## config.mk

```make
export PLATFORM = sky130hd
export DESIGN_NAME = reflet_bus_arbiter
export DESIGN_NICKNAME = d
export VERILOG_FILES = /design/src/rtl/reflet_bus_arbiter.sv
export SDC_FILE = /design/constraint.sdc
export NUM_CORES = 1
export LEC_CHECK = 0
export CAP_MARGIN = 15
export CORE_MARGIN = 4
export CORE_UTILIZATION = 30
export CTS_BUF_LIST = sky130_fd_sc_hd__clkbuf_4 sky130_fd_sc_hd__clkbuf_8
export DETAILED_ROUTE_END_ITERATION = 12
export MAX_ROUTING_LAYER = met4
export PLACE_DENSITY = 0.86
export SYNTH_ARGS = -nofsm -noshare
export SYNTH_HDL_FRONTEND = slang
export SYNTH_SLANG_ARGS = --single-unit
```

## constraint.sdc

```tcl
create_clock -name clk -period 4.1 [get_ports clk]
set_clock_uncertainty 0.2 [all_clocks]
set_input_delay 0.41 -clock clk [delete_from_list [all_inputs] [get_ports clk]]
set_output_delay 0.41 -clock clk [all_outputs]
set_load 0.01 [all_outputs]
```

## src/rtl/reflet_bus_arbiter.sv

```systemverilog
// reflet_bus_arbiter
// Shares the system bus between the reflet CPU and a DMA-style secondary
// master. The DMA gets the bus by stalling the CPU through its enable. A DMA
// burst is limited to max_burst transfers while the CPU is awake, and there
// is no limit while the CPU sleeps.
//
// Ports
//   clk, reset                  clock and asynchronous active-high reset
//   cpu_addr/data_out/write_en  CPU side of the bus
//   cpu_enable_in               power-manager enable request (1 = awake)
//   cpu_enable                  gated enable delivered to the CPU
//   dma_req/addr/data_out/
//   dma_write_en                DMA request and transfer
//   dma_grant                   DMA owns the bus this cycle
//   dma_rvalid                  bus_data_in holds the previous DMA read
//   bus_addr/data_out/write_en  shared bus towards the memory map
//   bus_data_in                 memory read data; the masters take it directly

module reflet_bus_arbiter #(
    parameter int wordsize  = 16,
    parameter int max_burst = 8
) (
    input  logic                clk,
    input  logic                reset,
    input  logic [wordsize-1:0] cpu_addr,
    input  logic [wordsize-1:0] cpu_data_out,
    input  logic                cpu_write_en,
    input  logic                cpu_enable_in,
    output logic                cpu_enable,
    input  logic                dma_req,
    input  logic [wordsize-1:0] dma_addr,
    input  logic [wordsize-1:0] dma_data_out,
    input  logic                dma_write_en,
    output logic                dma_grant,
    output logic                dma_rvalid,
    output logic [wordsize-1:0] bus_addr,
    output logic [wordsize-1:0] bus_data_out,
    output logic                bus_write_en,
    input  logic [wordsize-1:0] bus_data_in
);

    typedef enum logic [1:0] {
        CPU_OWN,
        TO_DMA,
        DMA_OWN,
        TO_CPU
    } state_t;

    localparam logic [7:0] LastCount = 8'(max_burst - 1);

    state_t     state_q, state_d;
    logic [7:0] count_q, count_d;
    logic       rvalid_q, rvalid_d;

    // Read data is routed straight to both masters outside this block, so the
    // arbiter never looks at it.
    logic unusedBusData;
    assign unusedBusData = ^bus_data_in;

    // State, burst counter and read-valid flag. Reset is asynchronous so a
    // burst is torn down immediately without waiting for a clock.
    always_ff @(posedge clk or posedge reset) begin
        if (reset) begin
            state_q  <= CPU_OWN;
            count_q  <= 8'd0;
            rvalid_q <= 1'b0;
        end else begin
            state_q  <= state_d;
            count_q  <= count_d;
            rvalid_q <= rvalid_d;
        end
    end

    // Bus steering and next-state logic. The two one-cycle handover states
    // keep the previous owner's address on the bus with writes suppressed,
    // so that owner's last synchronous read can still complete.
    always_comb begin
        state_d      = state_q;
        count_d      = count_q;
        cpu_enable   = 1'b0;
        dma_grant    = 1'b0;
        bus_addr     = cpu_addr;
        bus_data_out = cpu_data_out;
        bus_write_en = 1'b0;

        case (state_q)
            CPU_OWN: begin
                cpu_enable   = cpu_enable_in;
                bus_write_en = cpu_write_en;
                if (dma_req) begin
                    state_d = TO_DMA;
                end
            end
            TO_DMA: begin
                count_d = 8'd0;
                state_d = DMA_OWN;
            end
            DMA_OWN: begin
                dma_grant    = 1'b1;
                bus_addr     = dma_addr;
                bus_data_out = dma_data_out;
                bus_write_en = dma_write_en & dma_req;
                if (!dma_req) begin
                    state_d = TO_CPU;
                end else if (count_q == LastCount) begin
                    // Last allowed transfer: hand back only if the CPU is
                    // awake; a sleeping CPU leaves the counter saturated here.
                    if (cpu_enable_in) begin
                        state_d = TO_CPU;
                    end
                end else begin
                    count_d = count_q + 8'd1;
                end
            end
            TO_CPU: begin
                bus_addr     = dma_addr;
                bus_data_out = dma_data_out;
                state_d      = CPU_OWN;
            end
            default: begin
                state_d = CPU_OWN;
            end
        endcase
    end

    // A granted read is answered by the memory one cycle later.
    assign rvalid_d   = dma_grant & dma_req & ~dma_write_en;
    assign dma_rvalid = rvalid_q;

endmodule

```

# --- Yosys cells after proc, flatten, opt, wreduce, memory -nomap -nowiden ---
# Cells that the tools add are included.
op_classes:
  eq_ne: 9
  shifts: 0
  bitwise_logic: 4
  mux: 13
  div_mod_pow: 0
  addsub: 1
  magnitude_cmp: 0
  mul: 0
  reduce_logical: 5
op_table:
  columns: ["cell", "n"]
  rows:
  - ["two-way mux 16 bit", 2]
  - ["two-way mux 8 bit", 2]
  - ["case mux 8 bit (2 select lines)", 1]
  - ["adder 8 x 1 -> 8 bit, second input constant", 1]
  - ["== test 8 x 3 -> 1 bit, second input constant", 1]
  - ["two-way mux 2 bit", 4]
  - ["case mux 2 bit (4 select lines)", 1]
  - ["inequality test 2 bit, second input constant", 3]
  - ["inequality test 3 bit, second input constant", 2]
  - ["AND reduction 3 bit", 2]
  - ["== test 2 bit, second input constant", 2]
  - ["AND 1 bit", 3]
  - ["== test 2 x 1 -> 1 bit, second input constant", 1]
  - ["logical NOT 2 bit", 1]
  - ["two-way mux 1 bit", 2]
  - ["case mux 1 bit (2 select lines)", 1]
  - ["nonzero test 2 bit", 1]
  - ["OR reduction 2 bit", 1]
  - ["NOT 1 bit", 1]
totals:
  wordCells: 35
  latch_bits: 0
  register_bits: 11
  inputBits: 86
  n_memories: 0
  mem_bits_ro: 0
  ramBits: 0
  output_inout_bits: 36

# --- Logic depth before layout (Yosys ltp) ---
# Gate-level depths: netlist (run 1).
depth:
  word_depth: 4
  ltp_mapped: 6
  ltp_nobuf: 5

# --- Least setup slack after synthesis (run 1) ---
# OpenSTA, ideal clock, no wires.
synth_path:
  path_type: "register to output"
  startpoint: "register state_q[0]"
  endpoint: "output port bus_addr[13]"
  arrival_time_ps: 1587
  slack_ps: 1903
  path_buffers: 1
  t_required_ps: 3490
  path_stages_with_launch: 6
  path_cell_list: "dfrtp_1 inv_1 ha_1 nor2_1 buf_4 mux2_1"
synth_between:
  elab_chain_len: 3
  elab_cells_between_ends: 4
  classes_between: "eq/ne: 2; mux: 1; reduce/logical: 1"
synth_lines:
  columns: ["element", "line", "text"]
  rows:
  - ["start, declared", "51", "state_t state_q, state_d;"]
  - ["start signal, assigned", "68", "state_q <= state_d;"]
  - ["== test 2 bit", "86", "case (state_q)"]
  - ["OR reduction 2 bit (no line) *", null, null]
  - ["two-way mux 16 bit *", "86", null]
  - ["end, declared", "36", "output logic [wordsize-1:0] bus_addr,"]
# Mark *: on every way between the ends. The rest lies on a longest branch, timed or not.

# --- Worst setup path after layout (run 1) ---
layout_path:
  startpoint: "register state_q[0]"
  endpoint: "output port bus_data_out[4]"
layout_between:
  elab_chain_len: 3
  elab_cells_between_ends: 4
  classes_between: "eq/ne: 2; mux: 1; reduce/logical: 1"
layout_lines:
  columns: ["element", "line", "text"]
  rows:
  - ["== test 2 bit", "86", null]
  - ["OR reduction 2 bit (no line) *", null, null]
  - ["two-way mux 16 bit *", "86", null]
  - ["end, declared", "37", "output logic [wordsize-1:0] bus_data_out,"]
# Marked as above.

==> results_dict.tcl, run 1 <==
set metrics [dict create \
    ys_seq_area_share_pct 24.9 \
    syn_nets 200 \
    drc 0 \
    clkSinkCount 11 \
    cp_max_fo 32 \
    final_antenna_net_count 0 \
    dr.first_iter.drc_count 30 \
    dieWidth_um 68.7 \
    cpPeakStageDelay_ns 0.49 \
    cts_resized 0 \
    finalNonFillerCells 260 \
    status "finished, final reports clean" \
    cts_tree "built" \
    grtUsageTotal_pct 17.8 \
    gp_congestion 0.772 \
    htree_levels 1 \
    grt_overflow_total 0 \
    wl_per_cell_um 16.0 \
    drive_gt1_share_pct 18.7 \
    io_buffer_count 105 \
    die_y_um 68.7 \
    yosysWarningCount 0 \
    cp_cell_sequence "inv_1, ha_1, nor2_2, buf_4, mux2_2, clkdlybuf4s50_1" \
    critPathKind "register to output pin" \
    antenna_cells 0 \
    dp_slack_ns 1.17 \
    period_minus_slack_ns 3.16 \
    io_pins 122 \
    setup_viol 0 \
    cts_buffers 3 \
    hold_viol_final 0 \
    crit_slowest_cell "clkdlybuf4s50_1" \
    dp.cells 256 \
    worst_slew_pin_slew_ns 0.482 \
    grt_pass1_vias 1196 \
    cap_violations 0 \
    routed_via_density 4.77 \
    cts_root_buf "clkbuf_8" \
    clockBufferDepth 2 \
    hold_buffers 0 \
    required_ns 3.49 \
    yosysUniqueCellTypes 32 \
    areaGrowthSynthToFinish_pct 103 \
    finalSetupTns_ns 0 \
    fin_nets 307 \
    firstDrtPassIters 4 \
    syn-cell-area_um2 1100 \
    grt_start_max_net_pins 33 \
    worstSetupEndpointType "output pin" \
    ys_ff_latch 11 \
    core_area_um2 3440 \
    initial_core_util_pct 32.1 \
    arrival_ns 2.55 \
    powerDensity_nw_per_um2 527 \
    fmax_mhz 316 \
    relSlewSlack_pct 67.9 \
    dp_hpwl_um 3550 \
    vias 1241 \
    clk_latency_ns 0.23 \
    drv_slew 0 \
    fin_ws_ns 0.938 \
    die-area_um2 4720 \
    cts.reportedPaths.clkPinSlew_ns 0.05 \
    hp-class "primary input to async pin" \
    whs_ns 0.258 \
    grt_first_pass_wirelength_um 6130 \
    rsz0062_at_grt "false" \
    final_common_cell "clkdlybuf4s50_1" \
    fill_cells 298 \
    finalWirelength_um 4150 \
    p_leak_nw 0.885 \
    syn_area_per_cell_um2 10.2 \
    antenna_found_initial 0 \
    num_rows 21 \
    synthCells 108 \
    cts_setup_buffers 0 \
    final_cell_mix "105 x clkdlybuf4s50_1, 29 x mux2_2, 11 x dfrtp_1" \
    vdd_drop_max_mv 0.305 \
    fin_crit_sh_pct 77.1 \
    startpoint_type "register" \
]
-- layer usage --
layer / vias up / GRT usage (%) / routed length [µm]
met3: 8 / 3.08 / 414
met5: - / - / 0
met1: 556 / 18.8 / 1540
li1: 621 / - / -
met2: 56 / 33.7 / 2130
met4: 0 / 4.71 / 63
-- through the flow --
step                      instance area, µm²  total power, mW  util, %
after floorplan                         1100            0.668        -
after global placement                  2190             1.07     63.7
after detailed placement                2190             1.08     63.7
after CTS                               2240             1.19     65.1
after global routing                    2240             1.26     65.1
final                                   2240             1.18     65.1
-- flip-flops by register name, indices dropped and copies added (netlist names) --
register / cells
state_q: 2
count_q: 8
dma_rvalid: 1
-- critical path: cells and delay by family, from the launching register on --
kind | cells | cell delay [ns]
buffers and inverters | 3 | 0.96
flip-flops | 1 | 0.42
multiplexers | 1 | 0.39
adder cells (fa/ha/maj) | 1 | 0.38
AND/OR/NAND/NOR | 1 | 0.16
-- cell usage after synthesis --
cell type  count  area share, %
a2111o_1       1            1.0
mux2i_1        4            3.6
o211ai_1       1           0.68
and3_1         1           0.57
nor2_1         4            1.4
o311ai_0       1           0.79
a211oi_1       2            1.4
and4_1         2            1.6
nor3b_1        1           0.68
nor3_2         1           0.91
nand2_2        1           0.57
a21oi_1        4            1.8
and4bb_4       1            1.5
a211o_1        1           0.79
inv_1          6            2.0
o21ai_0        1           0.45
a311oi_1       2            1.6
nand3_1        2           0.91
a21oi_2        1           0.79
a32o_1         1           0.91
buf_4          4            2.7
o311ai_1       1           0.79
nand4_1        3            1.7
mux2_2        29             30
nand2_1        7            2.4
dfrtp_1       11             25
a211oi_2       1            1.1
mux2_1         3            3.1
and2_1         2            1.1
o41ai_1        1           0.79
ha_1           6            6.8
nand2b_1       2            1.1
-- path summary, 6_finish.rpt --
path,startpoint,to,slack (ns),depth (start not counted)
max in group asynchronous,reset,count_q[1],3.16,2
min,reset,count_q[3],0.26,2
max reg2reg,state_q[0],count_q[7],1.96,5
max,state_q[0],bus_data_out[4],0.94,6
min reg2reg,count_q[7],count_q[7],0.31,1
min in group clk,count_q[7],count_q[7],0.31,1
-- where the power goes --
group | internal (mW) | leakage [nW] | switching [mW]
clock network | 0.0747 | 0.0262 | 0.0391
logic | 0.544 | 0.712 | 0.369
registers | 0.130 | 0.147 | 0.0253
-- final cells by class --
class                   count  area [µm²]  share of cell area, %
repair buffers            106        1060                   47.2
multi-input cells          87         779                   34.8
flip-flops and latches     11         275                   12.3
well taps                  46        57.6                   2.57
clock buffers               4        48.8                   2.18
inverters                   6        22.5                   1.00
-- cell families after synthesis --
logic type | synth area share (%)
compound gates | 12.9
fa+ha+maj | 6.79
buf+inv | 4.76
flops | 24.9
mux | 36.2
simple gates | 14.4
(Power assumes the default switching activity.)
==> run 2: changes to the inputs <==
Settings changed: CORE_UTILIZATION 30 to 26, PLACE_DENSITY 0.86 to 0.79.
Clock period 4.1 ns to 2.7 ns, I/O delays scaled along.
==> run 2 against run 1 <==
- die area up 14%
- flip-flop and latch count unchanged
- critical path type unchanged
- utilization down 6.5 points
==> results_dict.tcl, run 2 (synthesized netlist as in run 1, its figures left out) <==
set metrics [dict create \
    status "finished, final reports clean" \
    grt_start_max_net_pins 17 \
    worstSetupEndpointType "output pin" \
    cp_cell_sequence "inv_1, ha_1, nor2_4, buf_12, mux2_2, clkdlybuf4s50_1" \
    reg2reg_depth 6 \
    cpPeakStageDelay_ns 0.49 \
    final_cell_mix "93 x clkdlybuf4s50_1, 29 x mux2_2, 12 x dlymetal6s2s_1" \
    grt_pass1_vias 1344 \
    core_area_um2 4060 \
    cts_buffers 3 \
    required_ns 2.23 \
    dp.cells 261 \
    gp_congestion 0.840 \
    fill_cells 340 \
    rsz0062_at_grt "false" \
    die_y_um 73.2 \
    hold_buffers 0 \
    die-area_um2 5360 \
    fin_nets 316 \
    ff_latch_area_um2 275 \
    htree_levels 1 \
    finalSetupTns_ns 0 \
    top_register "count_q" \
    startpoint_type "register" \
    num_rows 23 \
    grt_first_pass_wirelength_um 7020 \
    finalWirelength_um 4700 \
    antenna_cells 0 \
    setup_viol 0 \
    arrival_ns 2.14 \
    io_buffer_count 105 \
    finalNonFillerCells 273 \
    powerDensity_nw_per_um2 854 \
    path_delay_family "buffers and inverters" \
    reg2reg_from "state_q[0]" \
    whs_ns 0.140 \
    hp-class "primary input to async pin" \
    vdd_drop_max_mv 0.416 \
    cts.reportedPaths.clkPinSlew_ns 0.06 \
    vias 1312 \
    dieWidth_um 73.2 \
    critPathKind "register to output pin" \
    grtUsageTotal_pct 17.7 \
    cap_violations 0 \
    worst_slew_pin_slew_ns 0.468 \
    final_antenna_net_count 0 \
    clk_latency_ns 0.24 \
    routed_via_density 4.81 \
    largest_reg_flops 8 \
    wl_per_cell_um 17.2 \
    dr.first_iter.drc_count 31 \
    fin_crit_sh_pct 96.8 \
    hold_viol_final 0 \
    cts_root_buf "clkbuf_8" \
    io_pins 122 \
    firstDrtPassIters 4 \
    r2r_slack_ns 0.77 \
    r2r-end "state_q[1]" \
    multiInputGateArea_um2 785 \
    p_leak_nw 1.05 \
    crit_buf_inv 3 \
    cp_max_fo 15 \
    finalPower_mw 2.03 \
    initial_core_util_pct 27.2 \
    drv_slew 0 \
    drive_gt1_share_pct 22.0 \
    utilization_pct 58.7 \
    drc 0 \
    final_common_cell "clkdlybuf4s50_1" \
    fmax_mhz 383 \
    grt_overflow_total 0 \
    crit_slowest_cell "clkdlybuf4s50_1" \
    dp_hpwl_um 3730 \
    antenna_found_initial 0 \
    relSlewSlack_pct 68.8 \
    areaGrowthSynthToFinish_pct 116 \
    clkSinkCount 11 \
    clockBufferDepth 2 \
    cts_tree "built" \
    period_minus_slack_ns 2.61 \
]
==> run 2: how the worst max path moves through the flow <==
stage          startpoint                to  cells past startpoint
3_3_place_gp   state_q[0]   bus_data_out[8]                      6
2_1_floorplan  state_q[0]      bus_addr[13]                      5
4_1_cts        state_q[0]  bus_data_out[13]                      6
5_1_grt        state_q[0]      bus_addr[11]                      6
6_report       state_q[0]      bus_addr[11]                      6
3_5_place_dp   state_q[0]   bus_data_out[8]                      6
==> run 2: area by class of cell <==
type	count	area share, %
clock inverters	1	0.210
repair buffers	115	50.0
flip-flops and latches	11	11.6
multi-input cells	87	32.9
inverters	6	0.946
clock buffers	3	1.73
well taps	50	2.63
==> run 2: layer usage <==
| metal | global-route usage (%) | vias up | share of wire, % |
|---|---|---|---|
| met1 | 18.3 | 608 | 38 |
| met3 | 4.82 | 8 | 8.4 |
| met4 | 3.48 | 0 | 1.7 |
| li1 | - | 640 | - |
| met2 | 33.2 | 56 | 52 |
| met5 | - | - | 0 |
==> run 2: metrics by stage <==
step	instance area (µm²)	setup slack (ns)
2_1_floorplan	1100	0.643
3_3_place_gp	2220	0.281
3_5_place_dp	2220	0.239
4_1_cts	2300	0.0399
5_1_grt	2380	0.00856
6_report	2380	0.0874
==> run 2: timing repair <==
item | CTS | global route
setup endpoints to repair | 30 | 32
pin swaps | 0 | 1
buffers inserted | 1 | 5
gates cloned | 1 | 1
gates resized for setup | 2 | 13
==> run 2: where the power goes <==
part	internal, mW	leakage (nW)	switching (mW)
sequential	0.197	0.147	0.0336
clock	0.102	0.0255	0.0696
combinational	0.990	0.880	0.642
